==> config.mk <==
export PLATFORM = sky130hd
export DESIGN_NAME = coax_rx_byte_packer
export DESIGN_NICKNAME = d
export VERILOG_FILES = /design/src/rtl/coax_rx_byte_packer.sv
export SDC_FILE = /design/constraint.sdc
export NUM_CORES = 1
export LEC_CHECK = 0
export CAP_MARGIN = 15
export CORE_ASPECT_RATIO = 0.9
export CORE_MARGIN = 10
export CORE_UTILIZATION = 46
export CTS_CLUSTER_SIZE = 30
export DETAILED_ROUTE_END_ITERATION = 8
export GPL_TIMING_DRIVEN = 1
export HOLD_SLACK_MARGIN = 0.06
export MAX_ROUTING_LAYER = met4
export PLACE_DENSITY_LB_ADDON = 0.1
export RECOVER_POWER = 50
export SYNTH_ARGS = -nofsm -noshare
export SYNTH_HDL_FRONTEND = slang
export SYNTH_SLANG_ARGS = --single-unit
==> constraint.sdc <==
create_clock -name clk -period 1.6 [get_ports clk]
set_input_delay 0.32 -clock clk [delete_from_list [all_inputs] [get_ports clk]]
set_output_delay 0.32 -clock clk [all_outputs]
set_load 0.005 [all_outputs]
==> src/rtl/coax_rx_byte_packer.sv <==
// Pops 10-bit coax words from the buffered receiver FIFO and sends each as a hi/lo byte pair
// on a valid/ready stream; a receiver error becomes one flagged record followed by a halt.
module coax_rx_byte_packer #(
  parameter int DATA_WIDTH  = 10,
  parameter int COUNT_WIDTH = 16
) (
  input  logic                   clk,
  input  logic                   reset,
  input  logic [DATA_WIDTH-1:0]  rx_data,
  input  logic                   rx_empty,
  input  logic                   rx_error,
  output logic                   rx_read_strobe,
  output logic [7:0]             out_data,
  output logic                   out_valid,
  input  logic                   out_ready,
  output logic [COUNT_WIDTH-1:0] words_count,
  output logic                   halted,
  output logic                   busy
);

  typedef enum logic [2:0] {
    IDLE    = 3'd0,
    SEND_HI = 3'd1,
    SEND_LO = 3'd2,
    ERR_HI  = 3'd3,
    ERR_LO  = 3'd4,
    HALT    = 3'd5
  } state_t;

  state_t                 state_q, state_d;
  logic [DATA_WIDTH-1:0]  word_q, word_d;
  logic [COUNT_WIDTH-1:0] count_q, count_d;
  logic [7:0]             hi_byte;
  logic [7:0]             lo_byte;

  // Upper data bits sit right-justified in the hi byte; bit 7 is reserved for the error flag.
  assign hi_byte = 8'(word_q >> 8);
  assign lo_byte = word_q[7:0];

  always_comb begin
    state_d        = state_q;
    word_d         = word_q;
    count_d        = count_q;
    rx_read_strobe = 1'b0;
    out_valid      = 1'b0;
    out_data       = 8'h00;

    case (state_q)
      IDLE: begin
        if (rx_error) begin
          word_d  = rx_data;
          state_d = ERR_HI;
        end else if (!rx_empty) begin
          word_d         = rx_data;
          rx_read_strobe = 1'b1;
          state_d        = SEND_HI;
        end
      end
      SEND_HI: begin
        out_valid = 1'b1;
        out_data  = hi_byte;
        if (out_ready) state_d = SEND_LO;
      end
      SEND_LO: begin
        out_valid = 1'b1;
        out_data  = lo_byte;
        if (out_ready) begin
          count_d = count_q + 1'b1;
          state_d = IDLE;
        end
      end
      ERR_HI: begin
        out_valid = 1'b1;
        out_data  = hi_byte | 8'h80;
        if (out_ready) state_d = ERR_LO;
      end
      ERR_LO: begin
        out_valid = 1'b1;
        out_data  = lo_byte;
        if (out_ready) state_d = HALT;
      end
      HALT: begin
        if (!rx_error) state_d = IDLE;
      end
      default: state_d = IDLE;
    endcase

    // A pop during reset would lose a word the receiver believes was consumed.
    if (reset) rx_read_strobe = 1'b0;
  end

  always_ff @(posedge clk) begin
    if (reset) begin
      state_q <= IDLE;
      word_q  <= '0;
      count_q <= '0;
    end else begin
      state_q <= state_d;
      word_q  <= word_d;
      count_q <= count_d;
    end
  end

  assign words_count = count_q;
  assign halted      = (state_q == HALT);
  assign busy        = (state_q != IDLE);

endmodule

==> metrics.md <==
| Metric | Value |
|---|---|
| Dpl cell area | 2010 um^2 |
| Cell Area, Synth | 1390 um^2 |
| DIE HEIGHT | 72.1 um |
| Max Cap Viol | 0 |
| Synthesized area per cell | 8.73 um^2 |
| Number of slew-limit violations in the final report | 0 |
| GR Util All Layers | 14.1% |
| Cell variety after synth | 36 |
| Period utilisation layout | 115% |
| Top cell type's share of synthesized area | 41.8% |
| Post-synthesis cell count | 159 |
| Commonest non-fill, non-tap cell in the layout | clkdlybuf4s50_1 |
| GP Congestion | 0.775 |
| Finished Layout Cells | 270 |
| Max_slew headroom | 57.7% |
| Worst Path Required | 1280 ps |
| Initial core utilization | 49.3% |
| Ys async rst share | 0% |
| Run status | complete, but fails checks |
| Synth Flop Type | dfxtp_1 |
| Die width | 77.9 um |
| Final HPWL DP | 2810 um |
| Final setup margin | -244 ps |
| # DRC | 0 |
| Top post-synthesis cells by area | dfxtp_1, mux2i_1, nor2_1 |
| Final setup violating endpoints | 19 |
| Latest clock arrival within the worst-skew pair | 320 ps |
| Worst Path Max Fanout | 4 |
| Setup CP Type | reg2out |
| Grt total ovfl | 0 |
| Max Buffers Root-to-Sink | 2 |
| Failing checks | negative setup slack |
| CP Capture Type | output pin |
| H-Tree Depth | 2 |
| Clock transition at path regs | 100 ps |
| Multi-input logic area | 867 um^2 |
| Worst-case reg-to-reg path depth | 5 |
| CORE AREA | 2820 um^2 |
| Synth area leader | dfxtp_1 |
| Hold crit path type | reg2reg |
| Share of cells above drive strength 1 | 34.8% |
| DR iter-0 viols | 86 |
| First-pass GRT wire length | 6490 um |
| CTS tree | yes |
| Seq/Total Area, Yosys | 41.8% |
| ANT nets after route | 0 |
| Final hold violation count | 0 |
| Final Instance Area | 2230 um^2 |
| Fmax | 0.542 GHz |
| Hold path depth | 2 |
| Setup tns final | -1630 ps |
| CP arrival | 1520 ps |
| Hold WS | 492 ps |
| CTS Sinks | 29 |
| N_diodes | 0 |
| CTS root buffer | clkbuf_4 |
| EDFF count, synth | 0 |
| Drt pass-1 iters | 5 |
| Largest net degree at the start of global routing | 30 |
| Unrepaired setup endpoints after global routing | true |
| DR vias | 1437 |
| Crit path launch type | flip-flop |
| Overall die area | 5620 um^2 |
| Synth warn | 0 |
| Least-Margin Pin Slew | 635 ps |
| Net count after synthesis | 175 |
| Vias/cell | 5.32 |
| Drt total wl | 4120 um |
| IO Port Bufs | 42 |
| Pwr per Cell Area | 813 nW/um^2 |
| Cells after DPL | 257 |
| Skew final | 7.58 ps |
| Leak | 0.000951 uW |
| Max VDD drop | 0.000593 V |
| Most frequent cells in the layout | clkdlybuf4s50_1, nor2_1, buf_4, dfxtp_1, nand2_1 |
| Filler instances | 190 |
| Num CTS Buffers | 5 |
| Area Overhead vs Synth | 60.8% |
| I/O Pins | 43 |
| Number of global-route vias before repair | 1411 |
| Initial antenna violation count | 0 |
| Sequential cell area | 598 um^2 |
| Final net count | 245 |
| Row count | 18 |
| WL/cell | 15.3 um |
| Final min period | 1840 ps |
| Flops & latches, synth | 29 |
| Finished Core Util | 79.2% |
[area by class of cell]
class / instances / area share (%)
tap: 40 / 2.24
timing repair buffer: 71 / 28.1
clock buffer: 7 / 2.47
sequential: 29 / 26.8
multi-input combinational: 121 / 38.9
clock inverter: 1 / 1.35
inverter: 1 / 0.168
[stage by stage]
stage	total power [uW]	worst slack [ps]
finish	1810	-244
global placement	1120	-288
floorplan	943	26.0
global route	1890	-297
CTS	1780	-256
detailed placement	1130	-372
[state kept, by name, indices dropped and copies added, names as in the netlist]
register	cells
state_q	3
words_count	16
word_q	10
[cells by family (layout without fill, tap and decap cells)]
| kind of cell | count (synthesis) | in the layout | synth area share, % |
|---|---|---|---|
| and+or+nand+nor | 74 | 74 | 29.3 |
| DFF | 29 | 29 | 41.8 |
| AOI/OAI and AO/OA | 25 | 25 | 10.7 |
| muxes | 11 | 11 | 8.03 |
| xor gates and xnor gates | 10 | 10 | 6.31 |
| buffers and inverters | 9 | 80 | 2.88 |
| adders and majority gates | 1 | 1 | 0.902 |
[report_power, final]
group | switching (uW) | internal [uW]
logic | 166 | 243
registers | 22.5 | 753
clock network | 256 | 373
total | 445 | 1370
[repair_timing]
action                                  in CTS  in global routing
pin swaps                                   11                  6
hold buffers                                 0                  0
setup buffers                                2                  2
gates cloned                                 0                  1
gates resized for setup                     80                 19
endpoints found under the setup margin      22                 26
[worst paths after layout]
path / startpoint / end / slack, ps
min reg2reg: words_count[15]$_SDFFE_PP0P_ / words_count[15]$_SDFFE_PP0P_ / 490
max: state_q[1]$_SDFFE_PP0P_ / out_valid / -240
max reg2reg: state_q[0]$_SDFFE_PP0P_ / words_count[12]$_SDFFE_PP0P_ / -30
min: words_count[15]$_SDFFE_PP0P_ / words_count[15]$_SDFFE_PP0P_ / 490
[synth_stat cells, drive strengths merged (2+ instances only)]
| cell type | instances |
|---|---|
| a21oi | 7 |
| a22oi | 3 |
| and2 | 8 |
| and3 | 3 |
| and4 | 2 |
| buf | 4 |
| clkbuf | 4 |
| dfxtp | 29 |
| mux2i | 10 |
| nand2 | 12 |
| nand2b | 2 |
| nand3 | 5 |
| nand4 | 5 |
| nor2 | 22 |
| nor2b | 2 |
| nor4 | 2 |
| o21ai | 10 |
| or3 | 7 |
| xnor2 | 2 |
| xor2 | 8 |
[critical path, stage by stage, from the launching register on]
cell and delay (ps):
dfxtp_4 360, buf_4 130, or3_4 350, buf_6 130, and2_4 130, buf_6 110
[layer usage]
layer  share of wire (%)  vias to the layer above  GRT usage [%]  routed length, um
met5                   0                        -              -                  0
met2                  47                       36           23.5               1950
met3                 4.9                        9           4.31                200
li1                    -                      702              -                  -
met1                  46                      690           16.1               1900
met4                 1.5                        0           4.17                 62
Note: power is estimated with default switching activity, not from simulation.
